<file path="src/rtl/debounce_pkg.sv">
// Shared definitions for the push-button debounce bank: per-channel state
// encoding and the counter width helper.
package debounce_pkg;

    typedef enum logic [1:0] {
        RELEASED = 2'd0,
        PRESSED  = 2'd1,
        HELD     = 2'd2
    } btn_state_t;

    // Bits needed to hold every value from 0 up to max_value.
    function automatic int cnt_width(input int max_value);
        return (max_value < 2) ? 1 : $clog2(max_value + 1);
    endfunction

endpackage

</file>
<file path="src/rtl/debounce_tick_gen.sv">
// Shared sample-tick prescaler: a one-clk registered strobe every TICK_DIV clocks.
module debounce_tick_gen
    import debounce_pkg::*;
#(
    parameter int TICK_DIV = 100000
) (
    input  logic clk,
    input  logic reset,
    output logic tick
);

    localparam int DW = cnt_width(TICK_DIV - 1);
    localparam logic [DW-1:0] CNT_LAST = DW'(TICK_DIV - 1);
    localparam logic [DW-1:0] CNT_PRE  = DW'(TICK_DIV - 2);

    logic [DW-1:0] div_cnt;

    // tick is registered one count early so it is high while div_cnt == TICK_DIV-1
    always_ff @(posedge clk) begin
        if (reset) begin
            div_cnt <= '0;
            tick    <= 1'b0;
        end else begin
            div_cnt <= (div_cnt == CNT_LAST) ? '0 : div_cnt + 1'b1;
            tick    <= (div_cnt == CNT_PRE);
        end
    end

endmodule

</file>
<file path="src/rtl/pb_debounce_bank.sv">
// Bank of push-button conditioners sharing one sample tick: per channel a
// two-flop synchroniser, a tick-based stability filter and a press/hold FSM.
module pb_debounce_bank
    import debounce_pkg::*;
#(
    parameter int CHANNELS     = 4,
    parameter int TICK_DIV     = 100000,
    parameter int STABLE_TICKS = 4,
    parameter int LONG_TICKS   = 1000
) (
    input  logic                clk,
    input  logic                reset,
    input  logic [CHANNELS-1:0] pb,
    output logic [CHANNELS-1:0] level,
    output logic [CHANNELS-1:0] pressed,
    output logic [CHANNELS-1:0] released,
    output logic [CHANNELS-1:0] long_press,
    output logic                tick
);

    localparam int SW = cnt_width(STABLE_TICKS);
    localparam int HW = cnt_width(LONG_TICKS);
    localparam logic [SW-1:0] STAB_LAST = SW'(STABLE_TICKS - 1);
    localparam logic [HW-1:0] HOLD_LAST = HW'(LONG_TICKS - 1);

    debounce_tick_gen #(
        .TICK_DIV(TICK_DIV)
    ) u_tick_gen (
        .clk  (clk),
        .reset(reset),
        .tick (tick)
    );

    for (genvar i = 0; i < CHANNELS; i++) begin : g_ch
        logic          s1, s2, lvl;
        logic [SW-1:0] stab_cnt;
        logic [HW-1:0] hold_cnt;
        btn_state_t    state, state_nxt;
        logic          stab_done, rise_acc, fall_acc, hold_done;
        logic          press_nxt, release_nxt, long_nxt, hold_clr, hold_inc;
        logic          press_q, release_q, long_q;

        // The filter accepts a change on the tick that completes the run of differing samples.
        assign stab_done = tick && (s2 != lvl) && (stab_cnt == STAB_LAST);
        assign rise_acc  = stab_done && s2;
        assign fall_acc  = stab_done && !s2;
        assign hold_done = tick && (hold_cnt == HOLD_LAST);

        always_ff @(posedge clk) begin
            if (reset) begin
                s1       <= 1'b0;
                s2       <= 1'b0;
                lvl      <= 1'b0;
                stab_cnt <= '0;
            end else begin
                s1 <= pb[i];
                s2 <= s1;
                if (tick) begin
                    if (s2 == lvl) begin
                        stab_cnt <= '0;
                    end else if (stab_cnt == STAB_LAST) begin
                        lvl      <= s2;
                        stab_cnt <= '0;
                    end else begin
                        stab_cnt <= stab_cnt + 1'b1;
                    end
                end
            end
        end

        always_ff @(posedge clk) begin
            if (reset) begin
                state     <= RELEASED;
                hold_cnt  <= '0;
                press_q   <= 1'b0;
                release_q <= 1'b0;
                long_q    <= 1'b0;
            end else begin
                state     <= state_nxt;
                press_q   <= press_nxt;
                release_q <= release_nxt;
                long_q    <= long_nxt;
                if (hold_clr) begin
                    hold_cnt <= '0;
                end else if (hold_inc) begin
                    hold_cnt <= hold_cnt + 1'b1;
                end
            end
        end

        // A fall accepted on the long-press tick takes priority over the long press.
        always_comb begin
            state_nxt = state;
            case (state)
                RELEASED: if (rise_acc) state_nxt = PRESSED;
                PRESSED: begin
                    if (fall_acc) begin
                        state_nxt = RELEASED;
                    end else if (hold_done) begin
                        state_nxt = HELD;
                    end
                end
                HELD:     if (fall_acc) state_nxt = RELEASED;
                default:  state_nxt = RELEASED;
            endcase
        end

        always_comb begin
            press_nxt   = (state == RELEASED) && rise_acc;
            release_nxt = ((state == PRESSED) || (state == HELD)) && fall_acc;
            long_nxt    = (state == PRESSED) && !fall_acc && hold_done;
            hold_clr    = press_nxt;
            hold_inc    = (state == PRESSED) && tick && !fall_acc;
        end

        assign level[i]      = lvl;
        assign pressed[i]    = press_q;
        assign released[i]   = release_q;
        assign long_press[i] = long_q;
    end

endmodule
</file>
<file path="config.mk">
export PLATFORM = sky130hd
export DESIGN_NAME = pb_debounce_bank
export DESIGN_NICKNAME = d
export VERILOG_FILES = /design/src/rtl/debounce_pkg.sv /design/src/rtl/debounce_tick_gen.sv /design/src/rtl/pb_debounce_bank.sv
export SDC_FILE = /design/constraint.sdc
export NUM_CORES = 1
export LEC_CHECK = 0
export CORE_MARGIN = 8
export CORE_UTILIZATION = 65
export DETAILED_ROUTE_END_ITERATION = 10
export PLACE_DENSITY_LB_ADDON = 0.25
export SLEW_MARGIN = 30
export SYNTH_ARGS = -nofsm -noshare
export SYNTH_HDL_FRONTEND = slang
export SYNTH_SLANG_ARGS = --single-unit
</file>
<file path="constraint.sdc">
create_clock -name clk -period 4.6 [get_ports clk]
set_input_delay 0.46 -clock clk [delete_from_list [all_inputs] [get_ports clk]]
set_output_delay 0.46 -clock clk [all_outputs]
set_load 0.01 [all_outputs]
</file>
; ---- Yosys cells after proc, flatten, opt, wreduce, memory -nomap -nowiden
; Index checks and enable logic that the tools add are counted.
[totals]
ff_bits = 102
in_bits = 6
output_inout_bits = 17
wordCells = 190
[classes]
add_sub_neg = 9
n_eq_ne = 38
n_mux = 28
bitwise = 4
reduce_logical = 73
[ops]
columns = cell, n
row1 = $logic_and 1x1->1, 44
row2 = $add 10x1->10 const B, 4
row3 = $eq 10x10->1 const B, 4
row4 = $eq 17x17->1 const B, 2
row5 = $mux 2, 16
row6 = $mux 3, 8
row7 = $pmux 2 s3, 4
row8 = $reduce_and 3->1, 8
row9 = $add 17x1->17 const B, 1
row10 = $ne 2x2->1 const B, 8
row11 = $add 3x1->3 const B, 4
row12 = $eq 3x2->1 const B, 4
row13 = $ne 3x3->1 const B, 4
row14 = $reduce_or 2->1, 5
row15 = $eq 2x1->1 const B, 4
row16 = $eq 2x2->1 const B, 4
row17 = $logic_not 1->1, 8
row18 = $logic_not 2->1, 4
row19 = $eq 1x1->1, 4
row20 = $logic_or 1x1->1, 4
row21 = $ne 1x1->1, 4
row22 = $not 1->1, 4

; ---- Depth between registers and ports, before layout
[depth]
depth_word = 7
mapped_depth = 7
depth_no_buf = 6

; ---- Cells and area by module
; Synthesis repeated with hierarchy kept, for this count alone.
[unflattened]
cells_unflattened = 552
area_unflattened_um2 = 4874.7
[modules_own_cells]
columns = module, n_inst, cells_each, area_each_um2, seq_area_each_um2
row1 = pb_debounce_bank, 1, 463, 4067.7, 1681.6
row2 = debounce_tick_gen, 1, 89, 807.0, 360.3

; ---- Worst setup path before layout
; Ideal clock, no wire load.
[synth_path]
kind = flip-flop to flip-flop
start = reg g_ch[3].stab_cnt[0]
end = reg g_ch[3].hold_cnt[7]
setup_ns = 0.071
arrival_time_ns = 1.821
slack_ns = 2.708
path_stages_with_launch = 7
n_path_buf = 1
synth_period_minus_slack_ns = 1.892
path_cell_list = dfxtp_1 ha_1 nor4bb_1 or4_1 buf_2 or4_1 a21oi_1
[synth_between]
elab_chain_len = 5
[synth_lines]
columns = item, line
row1 = "start, declared", pb_debounce_bank.sv:36  ; logic [SW-1:0] stab_cnt;
row2 = "start signal, assigned", pb_debounce_bank.sv:65  ; stab_cnt <= stab_cnt + 1'b1;
row3 = $eq 3x2->1 *, pb_debounce_bank.sv:44  ; assign stab_done = tick && (s2 != lvl) && (stab_cnt == STAB_LAST);
row4 = $logic_and 1x1->1 *, pb_debounce_bank.sv:44
row5 = $logic_and 1x1->1 (on tied branches), "pb_debounce_bank.sv:45, pb_debounce_bank.sv:46"
row6 = $logic_and 1x1->1 or $logic_not 1->1 (tied branches), "pb_debounce_bank.sv:109, pb_debounce_bank.sv:113"
row7 = $reduce_or 2->1 (no line) or $logic_and 1x1->1 (tied branches), --
row8 = "end signal, assigned", pb_debounce_bank.sv:86  ; hold_cnt <= hold_cnt + 1'b1;
row9 = "end, declared", pb_debounce_bank.sv:37  ; logic [HW-1:0] hold_cnt;
; Mark *: on every way between the ends. The rest lies on a longest branch, timed or not.
; A chain may end at the register's enable or synchronous reset.

; ---- Final worst setup path
[layout_path]
start = reg u_tick_gen.tick
end = out tick
[layout_lines]
columns = item, line
row1 = "start, declared", debounce_tick_gen.sv:9  ; output logic tick
row2 = "start signal, assigned", debounce_tick_gen.sv:25  ; tick <= (div_cnt == CNT_PRE);
row3 = "end, declared", pb_debounce_bank.sv:18  ; output logic tick
; No word-level cell between the ends.

==> summary.md <==
| Metric | Value |
|---|---|
| Status | finished clean |
| Synth Flop Type | dfxtp_1 |
| Dpl cells | 635 |
| Diode count | 0 |
| Synth Net Count | 575 |
| Routed vias/inst | 5.70 |
| Postcts setup bufs | 0 |
| Mapped Area | about 4900 µm² |
| Inserted Clock Buffers | 9 |
| Post-CTS Resized | 0 |
| Reg power frac | 0.568 |
| Gate power share | 0.069 |
| Xor and xnor area share after synthesis | 0.0612 |
| Critical path's largest stage delay | between 0.7 and 0.8 ns |
| Chip Height | between 100 and 150 µm |
| Hold Fails Final Rpt | 0 |
| Hold_sp | g_ch[2].s1 |
| Clock share of power | 0.363 |
| Crit path launch | u_tick_gen.tick |
| Worst path cell trace | buf_4 > clkdlybuf4s50_1 |
| Fillers | approximately 580 |
| Mux cell area share after synthesis | 0.0164 |
| Setup TNS | 0 ns |
| DR WL/cell | 13.5 µm |
| Synth Area in Compound Gates | 0.106 |
| Drt first pass iters | 4 |
| Num ports | 23 |
| P&R area growth vs syn | 8.07% |
| Worst Skew | 0.0118 ns |
| Rel. slew slack | 0.540 |
| Tcrit/Tclk final | 0.532 |
| # rows | 31 |
| Setup crit start kind | register |
| RSZ-0062 raised after global routing | no |
| Worst path required time | approximately 4.1 ns |
| CTS tree | done |
| Pint | 0.00122 W |
| Vias in the first global route | 3653 |
| Max Transition Viols Final | 0 |
| Adder-Cell Fraction of Synth Area | 0.0565 |
| Final min period | approximately 2.4 ns |
| Worst Tran Pin Value | 0.681 ns |
| Post-DRT Antenna Nets | 0 |
| # hold bufs at CTS | 0 |
| Sequential area share after synthesis | 0.419 |
| Simple-Gate Fraction of Synth Area | 0.282 |
| Port bufs | 22 |
| Power density over the cells | 304 nW/µm² |
| Final Setup Violations | 0 |
| Min-Delay Path Class | register to register |
| Post-DP HPWL | 6.20 mm |
| Setup ws final | approximately 2.2 ns |
| Largest net degree at the start of global routing | 33 |
| Drt drc | 0 |
| WP data arrival | 1.99 ns |
| Maxcap violations | 0 |
| Sw Ratio | 0.240 |
| Setup CP Type | register to output pin |
| Crit. End Element | output pin |
| Post-synth EDFFs | 0 |
| Initial Util | 0.671 |
| Worst r2r src | u_tick_gen.tick |
| Area leader, netlist | dfxtp_1 |
| Peak VDD IR | 0.199 mV |
| Total wire length | 8.82 mm |
| Asr flop ratio synth | 0 |
| Clk buf depth | 2 |
| YS warnings | 0 |
| Sw Pwr | 0.000384 W |
| DRT iter0 DRCs | 147 |
| # clock sinks | 102 |
| Layout cells sized above 1 | 0.0580 |
| Largest family of logic cells by synthesized area | simple AND/OR/NAND/NOR gates |
| Slowest stage cell, crit path | dfxtp_1 |
| Pre-CTS setup slack | about 2.2 ns |
| Yosys top cell area share | 0.419 |
| Clk pin slew, worst setup/hold paths | 0.10 ns |
| Root Buffer Master | clkbuf_8 |
| Leakage | 1.76 nW |
| Total power draw | between 0.0015 and 0.002 W |
| RD Place Congestion | 0.824 |
| DIE WIDTH | a little over 100 µm |
| Cell count after synthesis | 547 |
| Initial antenna violation count | 0 |
| Full die area | 10500 µm² |
| First-pass GRT wire length | 15.3 mm |
| Critical path fanouts, max | 19 |
| GRT Overall Usage | 0.177 |
| Synth area leaders | dfxtp_1 42%, ha_1 5.7%, xnor2_1 4.1%, nor2_1 3.7%, a21oi_1 3.4% |
| Fmax | 0.408 GHz |
| Clock Latency Late Sink | 0.37 ns |
| H-tree levels | 3 |
| Nets@finish | 575 |
| Routed via count | 3713 |
| Layout Cells excl Fill | 651 |
| Synth Register Bits | about 100 |
| Distinct cell type count after synthesis | around 50 |
| Mean Syn Cell Area | 8.90 µm² |
| CORE AREA | 7250 µm² |
| Grt ovf | 0 |
logic make-up (layout without fill, tap and decap cells):
logic type | count (synthesis) | in the layout
compound gates | 83 | 83
fa+ha+maj | 22 | 22
buf+inv | 58 | 63
mux | 8 | 8
xor+xnor | 34 | 34
simple gates | 240 | 240
flops | 102 | 102
worst paths after layout:
| check | endpoint | slack [ns] | cells after the start |
|---|---|---|---|
| min | g_ch[2].s2 | 0.45 | 1 |
| max | tick | 2.15 | 2 |
| min reg2reg | g_ch[2].s2 | 0.45 | 1 |
| max reg2reg | g_ch[2].hold_cnt[9] | 2.19 | 5 |
through the flow:
step / cell area (µm²) / hold slack [ns] / utilization
2_1_floorplan: 4870 / 0.414 / -
3_3_place_gp: 5030 / 0.415 / 0.693
3_5_place_dp: 5030 / 0.424 / 0.693
4_1_cts: 5240 / 0.447 / 0.722
5_1_grt: 5260 / 0.480 / 0.725
6_report: 5260 / 0.445 / 0.725
Yosys cell counts, types with 10 or more instances:
library cell  instances
nand2_1              33
buf_4                17
nor4_1               10
nand4_1              14
clkbuf_1             17
dfxtp_1             102
nand2b_1             23
a21oi_1              33
o31ai_1              10
inv_1                23
nor2_1               48
nor2b_1              16
xor2_1               11
nand3_1              22
xnor2_1              23
o21ai_0              15
ha_1                 22
or4_1                13
flip-flops by register name (all words and copies together) (netlist names), 4 cells and up:
name,flops
g_ch.hold_cnt,40
g_ch.long_q,4
g_ch.lvl,4
g_ch.press_q,4
g_ch.release_q,4
g_ch.s1,4
g_ch.s2,4
g_ch.stab_cnt,12
g_ch.state,8
u_tick_gen.div_cnt,17
layout make-up:
cell class | instances | area [µm²] | share of cell area
clock buffers | 10 | 138 | 0.0262
inverters | 23 | 86.3 | 0.0164
flip-flops and latches | 102 | 2040 | 0.388
repair buffers | 24 | 230 | 0.0438
well taps | 99 | 124 | 0.0235
clock inverters | 6 | 68.8 | 0.0131
multi-input cells | 387 | 2570 | 0.489
worst max-delay path: cells and delay by family, from the launching register on:
| kind | cells | cell delay, ns |
|---|---|---|
| DFF | 1 | 0.74 |
| buffers and inverters | 2 | 0.87 |
power groups by stage:
stage               clock network [W]  registers, W  logic [W]
finish                       0.000581      0.000908   0.000111
global route                 0.000631      0.000911   0.000127
CTS                          0.000597      0.000908   0.000112
detailed placement                  0      0.000928   0.000110
global placement                    0      0.000927   0.000107
floorplan                           0      0.000925  0.0000881
metal layers:
| layer | vias to the layer above | part of all wire | global-route usage |
|---|---|---|---|
| li1 | 1915 | - | - |
| met5 | - | 0 | 0 |
| met2 | 43 | 0.49 | 0.315 |
| met1 | 1748 | 0.47 | 0.204 |
| met4 | 0 | 0.0073 | 0.0519 |
| met3 | 7 | 0.032 | 0.0452 |
cell usage in the layout (no fill, tap or decap), drive strengths merged, types with 3 or more instances in the layout:
| cell type | count |
|---|---|
| nor3 | 7 |
| nor2b | 16 |
| or4 | 13 |
| o31ai | 10 |
| and3b | 5 |
| clkbuf | 10 |
| dfxtp | 102 |
| a21oi | 33 |
| o21ai | 15 |
| and4b | 3 |
| or3 | 8 |
| buf | 3 |
| and4 | 4 |
| a221oi | 3 |
| nand4b | 5 |
| nor4 | 10 |
| ha | 22 |
| a21boi | 5 |
| nor3b | 9 |
| nand2 | 35 |
| mux2i | 8 |
| nor2 | 48 |
| inv | 24 |
| clkdlybuf4s50 | 21 |
| clkinv | 3 |
| xor2 | 11 |
| or2 | 3 |
| nand3b | 4 |
| nand2b | 23 |
| nand3 | 22 |
| nor4bb | 5 |
| xnor2 | 23 |
| nand4 | 14 |
(Power assumes the default switching activity.)
